<file path="src/rtl/multicycle_control_fsm.sv">
// multicycle_control_fsm: FETCH/DECODE/EXEC/MEM/WB sequencer
// with cache-wait timeout, sticky halt/error and illegal-op pulse.
package cpu_types_pkg;
  typedef enum logic [5:0] {
    RTYPE = 6'h00,
    J     = 6'h02,
    JAL   = 6'h03,
    BEQ   = 6'h04,
    BNE   = 6'h05,
    ADDIU = 6'h09,
    SLTI  = 6'h0a,
    SLTIU = 6'h0b,
    ANDI  = 6'h0c,
    ORI   = 6'h0d,
    XORI  = 6'h0e,
    LUI   = 6'h0f,
    LW    = 6'h23,
    SW    = 6'h2b,
    HALT  = 6'h3f
  } opcode_t;

  typedef enum logic [5:0] {
    SLL  = 6'h00,
    SRL  = 6'h02,
    JR   = 6'h08,
    ADD  = 6'h20,
    ADDU = 6'h21,
    SUB  = 6'h22,
    SUBU = 6'h23,
    AND  = 6'h24,
    OR   = 6'h25,
    XOR  = 6'h26,
    NOR  = 6'h27,
    SLT  = 6'h2a,
    SLTU = 6'h2b
  } funct_t;

  typedef enum logic [3:0] {
    ALU_SLL  = 4'd0,
    ALU_SRL  = 4'd1,
    ALU_ADD  = 4'd2,
    ALU_SUB  = 4'd3,
    ALU_AND  = 4'd4,
    ALU_OR   = 4'd5,
    ALU_XOR  = 4'd6,
    ALU_NOR  = 4'd7,
    ALU_SLT  = 4'd8,
    ALU_SLTU = 4'd9
  } aluop_t;
endpackage

module multicycle_control_fsm #(
  parameter int WAIT_MAX = 16,
  parameter int CNT_W =
    (WAIT_MAX > 0) ? $clog2(WAIT_MAX + 1) : 1
) (
  input  logic       CLK,
  input  logic       RST,
  input  logic       ihit,
  input  logic       dhit,
  input  logic [5:0] instr_op,
  input  logic [5:0] instr_func,
  input  logic       equal,
  output logic       imemREN,
  output logic       dmemREN,
  output logic       dmemWEN,
  output logic       ir_wen,
  output logic       pc_wen,
  output logic [1:0] pc_src,
  output logic       reg_wen,
  output logic [1:0] reg_dst,
  output logic [1:0] wsel,
  output logic [3:0] alu_op,
  output logic       alu_src,
  output logic       ext_op,
  output logic       upper_imm,
  output logic       reg_zero,
  output logic       halt,
  output logic       bus_err,
  output logic       illegal,
  output logic [2:0] state
);
  import cpu_types_pkg::*;

  typedef enum logic [2:0] {
    S_FETCH  = 3'd0,
    S_DECODE = 3'd1,
    S_EXEC   = 3'd2,
    S_MEM    = 3'd3,
    S_WB     = 3'd4,
    S_HALTED = 3'd5,
    S_ERROR  = 3'd6
  } state_t;

  typedef enum logic [3:0] {
    K_ALU_R, K_ALU_I, K_LW, K_SW,
    K_BEQ, K_BNE, K_J, K_JAL, K_JR,
    K_HALT, K_NOP
  } kind_t;

  localparam logic [CNT_W-1:0] LAST =
    CNT_W'((WAIT_MAX > 0) ? WAIT_MAX - 1 : 0);

  state_t           state_q;
  logic [CNT_W-1:0] cnt_q;
  logic             timeout;
  kind_t            kind;
  aluop_t           d_alu;
  logic             d_src;
  logic             d_ext;
  logic             d_up;
  logic             d_rz;

  assign timeout = (WAIT_MAX > 0) && (cnt_q == LAST);
  assign state   = RST ? 3'd0 : state_q;

  // Classify the latched IR and pick its ALU controls.
  always_comb begin
    kind  = K_NOP;
    d_alu = ALU_SLL;
    d_src = 1'b0;
    d_ext = 1'b1;
    d_up  = 1'b0;
    d_rz  = 1'b0;
    unique case (instr_op)
      RTYPE: begin
        kind = K_ALU_R;
        unique case (instr_func)
          SLL:     d_alu = ALU_SLL;
          SRL:     d_alu = ALU_SRL;
          ADD:     d_alu = ALU_ADD;
          ADDU:    d_alu = ALU_ADD;
          SUB:     d_alu = ALU_SUB;
          SUBU:    d_alu = ALU_SUB;
          AND:     d_alu = ALU_AND;
          OR:      d_alu = ALU_OR;
          XOR:     d_alu = ALU_XOR;
          NOR:     d_alu = ALU_NOR;
          SLT:     d_alu = ALU_SLT;
          SLTU:    d_alu = ALU_SLTU;
          JR:      kind  = K_JR;
          default: kind  = K_NOP;
        endcase
      end
      ADDIU: begin
        kind  = K_ALU_I;
        d_alu = ALU_ADD;
        d_src = 1'b1;
      end
      SLTI: begin
        kind  = K_ALU_I;
        d_alu = ALU_SLT;
        d_src = 1'b1;
      end
      SLTIU: begin
        kind  = K_ALU_I;
        d_alu = ALU_SLTU;
        d_src = 1'b1;
      end
      ANDI: begin
        kind  = K_ALU_I;
        d_alu = ALU_AND;
        d_src = 1'b1;
        d_ext = 1'b0;
      end
      ORI: begin
        kind  = K_ALU_I;
        d_alu = ALU_OR;
        d_src = 1'b1;
        d_ext = 1'b0;
      end
      XORI: begin
        kind  = K_ALU_I;
        d_alu = ALU_XOR;
        d_src = 1'b1;
        d_ext = 1'b0;
      end
      LUI: begin
        kind  = K_ALU_I;
        d_alu = ALU_OR;
        d_src = 1'b1;
        d_ext = 1'b0;
        d_up  = 1'b1;
        d_rz  = 1'b1;
      end
      LW: begin
        kind  = K_LW;
        d_alu = ALU_ADD;
        d_src = 1'b1;
      end
      SW: begin
        kind  = K_SW;
        d_alu = ALU_ADD;
        d_src = 1'b1;
      end
      BEQ: begin
        kind  = K_BEQ;
        d_alu = ALU_SUB;
      end
      BNE: begin
        kind  = K_BNE;
        d_alu = ALU_SUB;
      end
      J:       kind = K_J;
      JAL:     kind = K_JAL;
      HALT:    kind = K_HALT;
      default: kind = K_NOP;
    endcase
  end

  // Sequence states; the wait counter restarts on every transition.
  always_ff @(posedge CLK) begin
    if (RST) begin
      state_q <= S_FETCH;
      cnt_q   <= '0;
    end else begin
      unique case (state_q)
        S_FETCH: begin
          if (ihit) begin
            state_q <= S_DECODE;
            cnt_q   <= '0;
          end else if (timeout) begin
            state_q <= S_ERROR;
            cnt_q   <= '0;
          end else begin
            cnt_q <= cnt_q + 1'b1;
          end
        end
        S_DECODE: begin
          state_q <= (kind == K_HALT) ? S_HALTED
                                      : S_EXEC;
        end
        S_EXEC: begin
          unique case (kind)
            K_LW, K_SW:       state_q <= S_MEM;
            K_ALU_R, K_ALU_I: state_q <= S_WB;
            default:          state_q <= S_FETCH;
          endcase
        end
        S_MEM: begin
          if (dhit) begin
            state_q <= (kind == K_LW) ? S_WB
                                      : S_FETCH;
            cnt_q   <= '0;
          end else if (timeout) begin
            state_q <= S_ERROR;
            cnt_q   <= '0;
          end else begin
            cnt_q <= cnt_q + 1'b1;
          end
        end
        S_WB:     state_q <= S_FETCH;
        S_HALTED: state_q <= S_HALTED;
        S_ERROR:  state_q <= S_ERROR;
        default: begin
          state_q <= S_FETCH;
          cnt_q   <= '0;
        end
      endcase
    end
  end

  // Datapath controls; ALU controls stay up through MEM/WB so
  // the address and result remain stable while waiting.
  always_comb begin
    imemREN   = 1'b0;
    dmemREN   = 1'b0;
    dmemWEN   = 1'b0;
    ir_wen    = 1'b0;
    pc_wen    = 1'b0;
    pc_src    = 2'd0;
    reg_wen   = 1'b0;
    reg_dst   = 2'd0;
    wsel      = 2'd0;
    alu_op    = ALU_SLL;
    alu_src   = 1'b0;
    ext_op    = 1'b0;
    upper_imm = 1'b0;
    reg_zero  = 1'b0;
    halt      = 1'b0;
    bus_err   = 1'b0;
    illegal   = 1'b0;
    if (!RST) begin
      ext_op = 1'b1;
      if (state_q inside {S_EXEC, S_MEM, S_WB}) begin
        alu_op    = d_alu;
        alu_src   = d_src;
        ext_op    = d_ext;
        upper_imm = d_up;
        reg_zero  = d_rz;
      end
      unique case (state_q)
        S_FETCH: begin
          imemREN = 1'b1;
          ir_wen  = ihit;
        end
        S_DECODE: illegal = (kind == K_NOP);
        S_EXEC: begin
          unique case (kind)
            K_BEQ: begin
              pc_wen = 1'b1;
              pc_src = equal ? 2'd1 : 2'd0;
            end
            K_BNE: begin
              pc_wen = 1'b1;
              pc_src = equal ? 2'd0 : 2'd1;
            end
            K_J: begin
              pc_wen = 1'b1;
              pc_src = 2'd2;
            end
            K_JAL: begin
              pc_wen  = 1'b1;
              pc_src  = 2'd2;
              reg_wen = 1'b1;
              reg_dst = 2'd2;
              wsel    = 2'd2;
            end
            K_JR: begin
              pc_wen = 1'b1;
              pc_src = 2'd3;
            end
            K_NOP:   pc_wen = 1'b1;
            default: ;
          endcase
        end
        S_MEM: begin
          dmemREN = (kind == K_LW);
          dmemWEN = (kind == K_SW);
          pc_wen  = dhit && (kind == K_SW);
        end
        S_WB: begin
          reg_wen = 1'b1;
          pc_wen  = 1'b1;
          reg_dst = (kind == K_ALU_R) ? 2'd1 : 2'd0;
          wsel    = (kind == K_LW) ? 2'd1 : 2'd0;
        end
        S_HALTED: halt    = 1'b1;
        S_ERROR:  bus_err = 1'b1;
        default:  ;
      endcase
    end
  end
endmodule

</file>
<file path="config.mk">
export PLATFORM = sky130hd
export DESIGN_NAME = multicycle_control_fsm
export DESIGN_NICKNAME = d
export VERILOG_FILES = /design/src/rtl/multicycle_control_fsm.sv
export SDC_FILE = /design/constraint.sdc
export NUM_CORES = 1
export LEC_CHECK = 0
export ABC_AREA = 0
export BUFFER_PORTS_ARGS = -buffer_cell sky130_fd_sc_hd__buf_2
export CAP_MARGIN = 40
export CORE_ASPECT_RATIO = 1.75
export CORE_MARGIN = 3
export CORE_UTILIZATION = 45
export DETAILED_ROUTE_END_ITERATION = 16
export HOLD_SLACK_MARGIN = 0.05
export PLACE_DENSITY = 0.88
export SYNTH_ARGS = -nofsm -noshare
export SYNTH_HDL_FRONTEND = slang
export SYNTH_SLANG_ARGS = --single-unit
</file>
<file path="constraint.sdc">
create_clock -name CLK -period 1.8 [get_ports CLK]
set_clock_uncertainty 0.05 [all_clocks]
set_input_delay 0.18 -clock CLK [delete_from_list [all_inputs] [get_ports CLK]]
set_output_delay 0.18 -clock CLK [all_outputs]
set_load 0.03 [all_outputs]
</file>
==> reports/metrics.yaml, run 1 <==
floorplan:
  io_pins: 43
  fp-row-count: 23
  die_w_um: 44.63
  die_h_um: 73.60
  start_util_pct: 49.19
place:
  hpwlAfterDp_mm: 3.968
  io_buffers: 42
  gp_congestion: 0.8838
clock_network:
  clockRootBuffer: "clkbuf_8"
  cts_buffers: 3
  clock_sinks: 8
  holdBufCountCts: 0
  htreeDepth: 1
  cts.path.max_buffers: 2
  post_cts_buffers: 12
  cts_resized: 72
synthesis:
  synth_edf_count: 0
  synthArstFlopShare_pct: 0
  synth_cell_type_count: 54
  syn_inst: 180
  ys.flop_type: "dfxtp_1"
  ys.warnings.count: 0
  syn_avg_cell_area_um2: 6.527
  seq_area_frac_synth_pct: 13.63
  syn_nets: 198
  syn_area_um2: 1175
  ys_ff_latch: 8
run_status:
  haltStage: "clock tree synthesis (4_1_cts)"
  outcome: "aborted with a tool error"
  error: "[ERROR DPL-0033] detailed placement checks failed during check placement."
synthesized netlist by cell type, types with 3 or more instances:
cell | number | area (um2)
nand2_1 | 11 | 41.29
o21ai_0 | 8 | 40.04
dfxtp_1 | 8 | 160.2
a211oi_1 | 3 | 22.52
inv_1 | 8 | 30.03
clkbuf_1 | 5 | 18.77
or4_1 | 3 | 22.52
nor3_1 | 9 | 45.04
nor3b_1 | 3 | 22.52
a21o_1 | 3 | 22.52
buf_2 | 4 | 20.02
a31oi_1 | 4 | 25.02
a21oi_1 | 15 | 75.07
buf_4 | 4 | 30.03
nor2_1 | 22 | 82.58
nor4_1 | 9 | 56.30
nand2b_1 | 6 | 37.54
nor2b_1 | 5 | 31.28
nand3b_1 | 3 | 22.52
or3_1 | 4 | 25.02
cells by family after synthesis:
family | count (synthesis) | share of synthesized area, %
adder cells (fa/ha/maj) | 1 | 1.065
flip-flops | 8 | 13.63
AO/OA/AOI/OAI | 54 | 30.25
buffers and inverters | 22 | 9.372
XOR/XNOR | 2 | 1.491
AND/OR/NAND/NOR | 91 | 42.39
multiplexers | 2 | 1.810
metrics by stage:
step                cells  area [um2]  utilization (%)  setup TNS [ns]  setup WS (ns)
detailed placement    288        1939            81.19          -2.810        -0.2903
global placement      288        1939            81.19          -1.666        -0.1762
floorplan             180        1383                -         -0.6950        -0.1006
==> inputs of run 2 (changes only) <==
--- a/config.mk
+++ b/config.mk
@@ -8,12 +8,10 @@
 export ABC_AREA = 0
 export BUFFER_PORTS_ARGS = -buffer_cell sky130_fd_sc_hd__buf_2
 export CAP_MARGIN = 40
-export CORE_ASPECT_RATIO = 1.75
-export CORE_MARGIN = 3
-export CORE_UTILIZATION = 45
+export CORE_AREA = 3 3 64 66
 export DETAILED_ROUTE_END_ITERATION = 16
-export HOLD_SLACK_MARGIN = 0.05
-export PLACE_DENSITY = 0.88
+export DIE_AREA = 0 0 67 69
+export PLACE_DENSITY_LB_ADDON = 0.15
 export SYNTH_ARGS = -nofsm -noshare
 export SYNTH_HDL_FRONTEND = slang
 export SYNTH_SLANG_ARGS = --single-unit
==> constraint.sdc (replaced) <==
create_clock -name CLK -period 2.3 [get_ports CLK]
set_clock_uncertainty 0.05 [all_clocks]
set_input_delay 0.23 -clock CLK [delete_from_list [all_inputs] [get_ports CLK]]
set_output_delay 0.23 -clock CLK [all_outputs]
set_load 0.03 [all_outputs]
==> reports/metrics.yaml, run 2 <==
synthesis:
  synth_area_leaders: "dfxtp_1 (14%), nor2_1 (7.0%), a21oi_1 (6.4%)"  # unchanged
  syn_inst: 180  # unchanged
  synth_edf_count: 0  # unchanged
  ys.flop_type: "dfxtp_1"  # unchanged
  syn_area_um2: 1175  # unchanged
  synth_top_area_share_pct: 13.63  # unchanged
  synth_cell_type_count: 54  # unchanged
  yosys.area.top_type: "dfxtp_1"  # unchanged
  synthTopCellsByCount: "nor2_1 (22), a21oi_1 (15), nand2_1 (11)"  # unchanged
  synth_most_common_cell: "nor2_1"  # unchanged
  syn_avg_cell_area_um2: 6.527  # unchanged
  syn_nets: 198  # unchanged
  ys.warnings.count: 0  # unchanged
  seq_area_frac_synth_pct: 13.63  # unchanged
  ys_ff_latch: 8  # unchanged
  synthArstFlopShare_pct: 0  # unchanged
setup_path:
  critical_path_required_ns: 2.02
  critical_path_class: "primary input to output port"
  end_kind: "output port"
  critPathMaxFanout: 14
  crit_arrival_ns: 1.93
  start_kind: "primary input"
  r2r-end: "cnt_q[3]"
  worst-r2r-setup-slack_ns: 0.49
  timing.rr.start: "state_q[1]"
  r2r_cells: 7
timing:
  worstMarginPinSlew_ns: 0.4498
  layout_min_cycle_time_ns: 2.207
  setup_viol: 0
  max-slew-margin-rel_pct: 69.83
  whs_ns: 0.2822
  hold_viol_final: 0
  fin_crit_sh_pct: 95.94
  maxSlewViolCount: 0
  rsz0062_at_grt: "false"
  fmax_ghz: 0.4532
  tns_ns: 0
final_layout:
  final_cell_mix: "buf_2 (37), nor2_1 (22), a21oi_1 (15)"
  syn2layout_area_growth_pct: 30.67
  largest_reg_flops: 5
  top_regs: "cnt_q (5), state_q (3)"
  layout-drive-gt1-share_pct: 31.53
  final_common_cell: "buf_2"
  n_antenna_cell: 0
  regMostFlops: "cnt_q"
  stdcell_count: 270
  layout.nets: 242
floorplan:
  fp-row-count: 22  # was 23
  die_h_um: 69  # was 73.60 um
  die_w_um: 67  # was 44.63 um
  start_util_pct: 32.33  # was 49.19%
  core_um2: 3633
  io_pins: 43  # unchanged
  die_area_um2: 4623
hold_path:
  hp-class: "primary input to flop"
  hold_path_end: "cnt_q[1]"
  worstHoldPathCells: 2
  min_from: "RST"
power:
  power.net_switching_mw: 0.1839
  powerDensity_nw_per_um2: 340.0
  comb_power_share_pct: 39.2
  swShare_pct: 35.24
  p_seq_share_pct: 28.7
  intPower_mw: 0.3380
  p_leak_nw: 0.6726
  power_frac_clock_pct: 32.1
  vdd_drop_max_v: 0.0001864
global_routing:
  grt_start_max_net_pins: 16
  antenna_found_initial: 0
  grt_pass1_wl_mm: 5.892
  grt_pass1_vias: 1281
  grt_usage_pct: 15.46
  overflow: 0
place:
  io_buffers: 42  # unchanged
  dp_cells: 267  # was 288
  gp_congestion: 0.8392  # was 0.8838
  hpwlAfterDp_mm: 2.773  # was 3.968 mm
routing:
  wl_met3_um: 189
  route.detailed.drc: 0
  ant_nets: 0
  drt_pass1_iterations: 4
  maxUsedRoutingLayer: "met3"
  met1_length_mm: 1.813
  avgRoutedWirePerCell_um: 13.08
  drtIter0Drc: 50
  routed_wl_mm: 3.532
  wl_met2_mm: 1.529
  num_vias: 1436
  via_per_inst: 5.319
clock_network:
  clkLatencyLatePin_ns: 0.23
  clockRootBuffer: "clkbuf_8"  # unchanged
  cts.path.max_buffers: 2  # unchanged
  clock_sinks: 8  # unchanged
  cts_buffers: 3  # unchanged
  htreeDepth: 1  # unchanged
  clkSlewWorstSetupHoldPaths_ns: 0.04
  holdBufCountCts: 0  # unchanged
  cts_tree: "done"
flow_run:
  drv_cap: 0
run_status:
  outcome: "finished clean"  # was aborted with a tool error
run 2: cell counts after synthesis:
Identical to the previous run, type by type.
run 2: area by class of cell:
type	count	area, um2
clock buffers	3	41.29
fillers	398	2098
inverters	8	30.03
multi-input cells	150	938.4
flip-flops and latches	8	160.2
well taps	48	60.06
repair buffers	53	305.3
run 2: worst max-delay path, cell delays in order:
cell and delay [ns]:
clkbuf_4 0.18, nand3b_1 0.19, nor4b_1 0.16, a211oi_1 0.44, inv_1 0.13, o21a_1 0.21
o22ai_1 0.16, buf_2 0.23
run 2: metal layers:
| metal | track usage, % | up-vias |
|---|---|---|
| met5 | 0 | - |
| met4 | 2.703 | 0 |
| met3 | 2.443 | 0 |
| met2 | 23.25 | 32 |
| met1 | 23.15 | 654 |
| li1 | - | 750 |
run 2: worst max-delay path by stage:
stage	startpoint	to	slack [ns]	cells after the start
global route	instr_op[4]	pc_src[1]	0.005	8
global placement	instr_op[4]	reg_dst[0]	0.06	7
detailed placement	instr_op[3]	reg_wen	0.007	7
floorplan	state_q[2]	ir_wen	0.02	3
finish	instr_op[3]	pc_wen	0.09	8
CTS	instr_op[3]	reg_wen	0.06	8
run 2: through the flow:
stage / setup slack [ns] / total power [mW] / instance area (um2) / utilization [%]
CTS: 0.05885 / 0.5266 / 1518 / 41.77
detailed placement: 0.006727 / 0.3510 / 1470 / 40.46
global placement: 0.06025 / 0.3546 / 1470 / 40.46
finish: 0.09335 / 0.5220 / 1535 / 42.25
floorplan: 0.02090 / 0.2886 / 1197 / -
global route: 0.005322 / 0.5639 / 1535 / 42.25
run 2: power groups by stage:
stage	Sequential, mW	Clock, mW	Combinational, mW
6_report	0.150	0.168	0.204
5_1_grt	0.150	0.185	0.229
4_1_cts	0.150	0.176	0.201
3_5_place_dp	0.152	0	0.199
3_3_place_gp	0.152	0	0.203
2_1_floorplan	0.152	0	0.137
run 2: cells by family after synthesis:
family,share of synthesized area [%]
and+or+nand+nor,42.39
AOI/OAI and AO/OA,30.25
buffers and inverters,9.372
DFF,13.63
xor gates and xnor gates,1.491
muxes,1.810
adders and majority gates,1.065
run 2: repair_timing:
action                                  in CTS  in global routing
setup buffers                                0                  0
endpoints found under the setup margin       1                  4
pin swaps                                    0                  0
resized for setup                            1                  9
Note: power is estimated with default switching activity, not from simulation.
==> inputs of run 3 (changes only) <==
--- a/config.mk
+++ b/config.mk
@@ -11,7 +11,7 @@
 export CORE_AREA = 3 3 64 66
 export DETAILED_ROUTE_END_ITERATION = 16
 export DIE_AREA = 0 0 67 69
-export PLACE_DENSITY_LB_ADDON = 0.15
+export PLACE_DENSITY = 0.65
 export SYNTH_ARGS = -nofsm -noshare
 export SYNTH_HDL_FRONTEND = slang
 export SYNTH_SLANG_ARGS = --single-unit
==> reports/metrics.yaml, run 3 (same netlist as run 2, synthesis figures left out) <==
run_status:
  outcome: "finished clean"  # unchanged
clock_network:
  post_cts_buffers: 0  # unchanged
  holdBufCountCts: 0  # unchanged
  clockRootBuffer: "clkbuf_8"  # unchanged
  cts_buffers: 3  # unchanged
  cts_resized: 0  # was 1
  clock_sinks: 8  # unchanged
  clkLatencyLatePin_ns: 0.23  # about the same
  cts.path.max_buffers: 2  # unchanged
  htreeDepth: 1  # unchanged
  cts_tree: "done"  # unchanged
  clkSlewWorstSetupHoldPaths_ns: 0.04  # about the same
final_layout:
  utilization_pct: 41.53  # was 42.25%
  regMostFlops: "cnt_q"  # unchanged
  syn2layout_area_growth_pct: 28.43  # was 30.67%
  multiInputGateArea_um2: 937.1  # was 938.4 um2
  regArea_um2: 160.2  # unchanged
  top_regs: "cnt_q (5), state_q (3)"  # unchanged
  final_cell_mix: "buf_2 (41), nor2_1 (22), a21oi_1 (15)"  # was buf_2 (37), nor2_1 (22), a21oi_1 (15)
  largest_reg_flops: 5  # unchanged
  layout-drive-gt1-share_pct: 31.36  # was 31.53%
  nFillCells: 420  # was 398
  n_antenna_cell: 0  # unchanged
  final_common_cell: "buf_2"  # unchanged
  layout.nets: 240  # was 242
timing:
  max-slew-margin-rel_pct: 74.78  # was 69.83%
  tns_ns: 0  # unchanged
  fin_crit_sh_pct: 94.91  # was 95.94%
  worst_slack_ns: 0.1171  # was 0.09335 ns
  maxSlewViolCount: 0  # unchanged
  rsz0062_at_grt: "false"  # unchanged
  worstMarginPinSlew_ns: 0.3735  # was 0.4498 ns
  setup_viol: 0  # unchanged
  layout_min_cycle_time_ns: 2.183  # was 2.207 ns
  hold_viol_final: 0  # unchanged
  fmax_ghz: 0.4581  # was 0.4532 GHz
global_routing:
  grt_pass1_wl_mm: 5.747  # was 5.892 mm
  grt_start_max_net_pins: 17  # was 16
  grtUsageMet2_pct: 20.63  # was 23.25%
  grt_usage_pct: 15.29  # was 15.46%
  gr-usage-met3_pct: 4.397  # was 2.443%
  top_usage_layer: "met1"  # was met2
  overflow: 0  # unchanged
  use_met1_pct: 23.10  # was 23.15%
  grt_pass1_vias: 1268  # was 1281
  antenna_found_initial: 0  # unchanged
place:
  hpwlAfterDp_mm: 2.684  # was 2.773 mm
  post-place-ws_ns: 0.03857  # was 0.006727 ns
  gp_congestion: 0.8275  # was 0.8392
  io_buffers: 42  # unchanged
hold_path:
  hp-class: "primary input to flop"  # unchanged
  hold_path_end: "cnt_q[1]"  # unchanged
  worstHoldPathCells: 2  # unchanged
  min_from: "RST"  # unchanged
power:
  powerDensity_nw_per_um2: 343.7  # was 340.0 nW/um2
  p_leak_nw: 0.6590  # was 0.6726 nW
  vdd_drop_max_v: 0.0001405  # was 0.0001864 V
  power_mw: 0.5186  # was 0.5220 mW
routing:
  via_per_inst: 5.496  # was 5.319
  drt_pass1_iterations: 4  # unchanged
  ant_nets: 0  # unchanged
  avgRoutedWirePerCell_um: 12.91  # was 13.08 um
  routed_wl_mm: 3.460  # was 3.532 mm
  num_vias: 1473  # was 1436
  route.detailed.drc: 0  # unchanged
  drtIter0Drc: 80  # was 50
floorplan:
  die_h_um: 69  # unchanged
  fp-row-count: 22  # unchanged
  io_pins: 43  # unchanged
  die_area_um2: 4623  # unchanged
  core_um2: 3633  # unchanged
  start_util_pct: 32.33  # unchanged
  die_w_um: 67  # unchanged
setup_path:
  crit_arrival_ns: 1.90  # was 1.93 ns
  r2r_cells: 7  # unchanged
  critical_path_required_ns: 2.02  # about the same
  critical_path.slowest_cell: "a211o_1"  # was a211oi_1
  r2r-end: "cnt_q[3]"  # unchanged
  cp_cell_sequence: "buf_2, and2b_2, o21ai_1, o211a_1, a211o_1, and3b_1, a21o_1, buf_2"  # was clkbuf_4, nand3b_1, nor4b_1, a211oi_1, inv_1, o21a_1, o22ai_1, buf_2
  critical_path_class: "primary input to output port"  # unchanged
  critPathBufInv: 2  # was 3
  end_kind: "output port"  # unchanged
  timing.rr.start: "state_q[1]"  # unchanged
  worst-r2r-setup-slack_ns: 0.49  # about the same
  cpMostUsedCell: "buf_2"
  critPathMaxFanout: 14  # unchanged
  cp_top_family: "compound AO/OA/AOI/OAI gates"  # unchanged
  start_kind: "primary input"  # unchanged
  cp_slowest_stage_delay_ns: 0.35  # was 0.44 ns
flow_run:
  drv_cap: 0  # unchanged
[run 3: cell count changes in the layout (fill, tap and decap cells not counted), sizes merged]
cell | previous run | this run
clkbuf | 7 | 4
buf | 49 | 50
[run 3: power breakdown]
group	total, mW	internal (mW)	switching, mW
combinational	0.200	0.0779	0.122
clock	0.169	0.113	0.0556
sequential	0.149	0.145	0.00460
[run 3: layout make-up]
class	count	area share, %
well taps	48	3.980
flip-flops and latches	8	10.61
repair buffers	51	18.57
multi-input cells	150	62.11
clock buffers	3	2.736
inverters	8	1.990
[run 3: worst max-delay path by stage]
stage	from	endpoint	slack (ns)	cells past startpoint
after CTS	instr_op[3]	reg_wen	0.02	7
after global routing	instr_op[1]	reg_wen	0.002	8
after detailed placement	instr_op[3]	reg_wen	0.04	7
final	instr_op[3]	reg_wen	0.12	8
after global placement	instr_op[3]	reg_wen	0.09	7
after floorplan	state_q[2]	ir_wen	0.02	3
[run 3: routing by layer]
metal	routed length (um)	share of wire (%)
met5	0	0
met4	53	1.5
met3	347	10
met2	1467	42
met1	1591	46
[run 3: stage by stage]
stage,instance area [um2],hold WS [ns],instances
after floorplan,1197,0.4205,180
after global placement,1455,0.4330,265
after detailed placement,1455,0.4353,265
after CTS,1496,0.2729,268
after global routing,1509,0.2788,268
final,1509,0.2675,268
==> inputs of run 4 (changes only) <==
--- a/config.mk
+++ b/config.mk
@@ -12,6 +12,7 @@
 export DETAILED_ROUTE_END_ITERATION = 16
 export DIE_AREA = 0 0 67 69
 export PLACE_DENSITY = 0.65
+export RECOVER_POWER = 25
 export SYNTH_ARGS = -nofsm -noshare
 export SYNTH_HDL_FRONTEND = slang
 export SYNTH_SLANG_ARGS = --single-unit
==> reports/metrics.yaml, run 4 (same netlist as run 2, synthesis figures left out) <==
power:
  powerDensity_nw_per_um2: 345.1  # was 343.7 nW/um2
  power.net_switching_mw: 0.1830  # was 0.1827 mW
  p_leak_nw: 0.6341  # was 0.6590 nW
  power_mw: 0.5172  # was 0.5186 mW
  swShare_pct: 35.38  # was 35.22%
  intPower_mw: 0.3342  # was 0.3359 mW
  power_frac_clock_pct: 32.6  # about the same
  comb_power_share_pct: 38.5  # was 38.6%
  vdd_drop_max_v: 0.0001420  # was 0.0001405 V
  p_seq_share_pct: 28.9  # was 28.8%
hold_path:
  hold_path_end: "cnt_q[1]"  # unchanged
  hp-class: "primary input to flop"  # unchanged
  min_from: "RST"  # unchanged
  worstHoldPathCells: 2  # unchanged
place:
  placed_area_um2: 1455  # unchanged
  gp_congestion: 0.8275  # unchanged
  io_buffers: 42  # unchanged
  post-place-ws_ns: 0.03857  # unchanged
  hpwlAfterDp_mm: 2.684  # unchanged
  dp_cells: 265  # unchanged
clock_network:
  cts_resized: 0  # unchanged
  holdBufCountCts: 0  # unchanged
  clock_sinks: 8  # unchanged
  clkSlewWorstSetupHoldPaths_ns: 0.04  # about the same
  cts_tree: "done"  # unchanged
  clockRootBuffer: "clkbuf_8"  # unchanged
  htreeDepth: 1  # unchanged
  clkLatencyLatePin_ns: 0.23  # about the same
  cts_buffers: 3  # unchanged
  post_cts_buffers: 0  # unchanged
  cts.path.max_buffers: 2  # unchanged
global_routing:
  grt_pass1_vias: 1268  # unchanged
  gr-usage-met3_pct: 4.397  # unchanged
  grt_start_max_net_pins: 17  # unchanged
  use_met1_pct: 23.10  # unchanged
  grtUsageMet2_pct: 20.63  # unchanged
  top_usage_layer: "met1"  # unchanged
  antenna_found_initial: 0  # unchanged
  grt_pass1_wl_mm: 5.747  # unchanged
  grt_usage_pct: 15.29  # unchanged
  overflow: 0  # unchanged
final_layout:
  n_antenna_cell: 0  # unchanged
  fin_area_um2: 1499  # was 1509 um2
  nFillCells: 424  # was 420
  layout.nets: 240  # unchanged
  final_common_cell: "buf_2"  # unchanged
  multiInputGateArea_um2: 937.1  # unchanged
  syn2layout_area_growth_pct: 27.58  # was 28.43%
  top_regs: "cnt_q (5), state_q (3)"  # unchanged
  regMostFlops: "cnt_q"  # unchanged
  stdcell_count: 268  # unchanged
  largest_reg_flops: 5  # unchanged
  layout-drive-gt1-share_pct: 28.64  # was 31.36%
  utilization_pct: 41.25  # was 41.53%
  regArea_um2: 160.2  # unchanged
  final_cell_mix: "buf_2 (36), nor2_1 (22), a21oi_1 (15)"  # was buf_2 (41), nor2_1 (22), a21oi_1 (15)
floorplan:
  die_h_um: 69  # unchanged
  core_um2: 3633  # unchanged
  die_w_um: 67  # unchanged
  start_util_pct: 32.33  # unchanged
  io_pins: 43  # unchanged
  die_area_um2: 4623  # unchanged
  fp-row-count: 22  # unchanged
timing:
  rsz0062_at_grt: "false"  # unchanged
  setup_viol: 0  # unchanged
  worst_slack_ns: 0.1181  # was 0.1171 ns
  fin_crit_sh_pct: 94.87  # was 94.91%
  whs_ns: 0.2698  # was 0.2675 ns
  worstMarginPinSlew_ns: 0.4323  # was 0.3735 ns
  max-slew-margin-rel_pct: 71.18  # was 74.78%
  tns_ns: 0  # unchanged
  maxSlewViolCount: 0  # unchanged
  fmax_ghz: 0.4583  # was 0.4581 GHz
  layout_min_cycle_time_ns: 2.182  # was 2.183 ns
  hold_viol_final: 0  # unchanged
setup_path:
  timing.rr.start: "state_q[1]"  # unchanged
  critPathBufInv: 2  # unchanged
  r2r-end: "cnt_q[3]"  # unchanged
  start_kind: "primary input"  # unchanged
  cpMostUsedCell: "buf_2"  # unchanged
  cp_cell_sequence: "buf_2, and2b_2, o21ai_1, o211a_1, a211o_1, and3b_1, a21o_1, buf_2"  # unchanged
  cp_top_family: "compound AO/OA/AOI/OAI gates"  # unchanged
  crit_arrival_ns: 1.90  # about the same
  critical_path_required_ns: 2.02  # about the same
  critical_path.slowest_cell: "a211o_1"  # unchanged
  end_kind: "output port"  # unchanged
  critical_path_class: "primary input to output port"  # unchanged
  cp_slowest_stage_delay_ns: 0.35  # about the same
  r2r_cells: 7  # unchanged
  critPathMaxFanout: 14  # unchanged
  worst-r2r-setup-slack_ns: 0.39  # was 0.49 ns
routing:
  ant_nets: 0  # unchanged
  route.detailed.drc: 0  # unchanged
  via_per_inst: 5.466  # was 5.496
  num_vias: 1465  # was 1473
  drt_pass1_iterations: 4  # unchanged
  drtIter0Drc: 78  # was 80
  routed_wl_mm: 3.470  # was 3.460 mm
  avgRoutedWirePerCell_um: 12.95  # was 12.91 um
run_status:
  outcome: "finished clean"  # unchanged
flow_run:
  drv_cap: 0  # unchanged
[run 4: changes by cell type in the layout (fill, tap and decap cells not counted)]
cell | previous run | this run
buf_2 | 41 | 36
clkbuf_1 | 0 | 6
buf_4 | 9 | 8
[run 4: cell type report]
| cell class | count | area share [%] |
|---|---|---|
| multi-input combinational | 150 | 62.52 |
| inverter | 8 | 2.003 |
| tap | 48 | 4.007 |
| timing repair buffer | 51 | 18.03 |
| clock buffer | 3 | 2.755 |
| sequential | 8 | 10.68 |
[run 4: power by group through the flow]
stage | combinational, mW | clock [mW] | sequential, mW
final | 0.199 | 0.169 | 0.149
after global routing | 0.223 | 0.186 | 0.150
after CTS | 0.199 | 0.173 | 0.149
after detailed placement | 0.197 | 0 | 0.151
after global placement | 0.197 | 0 | 0.151
after floorplan | 0.137 | 0 | 0.152
[run 4: worst max path at each step]
stage | start | to | slack, ns | cells after the start
3_3_place_gp | instr_op[3] | reg_wen | 0.09 | 7
3_5_place_dp | instr_op[3] | reg_wen | 0.04 | 7
5_1_grt | instr_op[1] | reg_wen | 0.002 | 8
4_1_cts | instr_op[3] | reg_wen | 0.02 | 7
6_report | instr_op[3] | reg_wen | 0.12 | 8
2_1_floorplan | state_q[2] | ir_wen | 0.02 | 3
[run 4: routing by layer]
layer,part of all wire [%],vias up
li1,-,752
met3,9.2,6
met4,1.5,0
met5,0,-
met2,42,56
met1,47,651
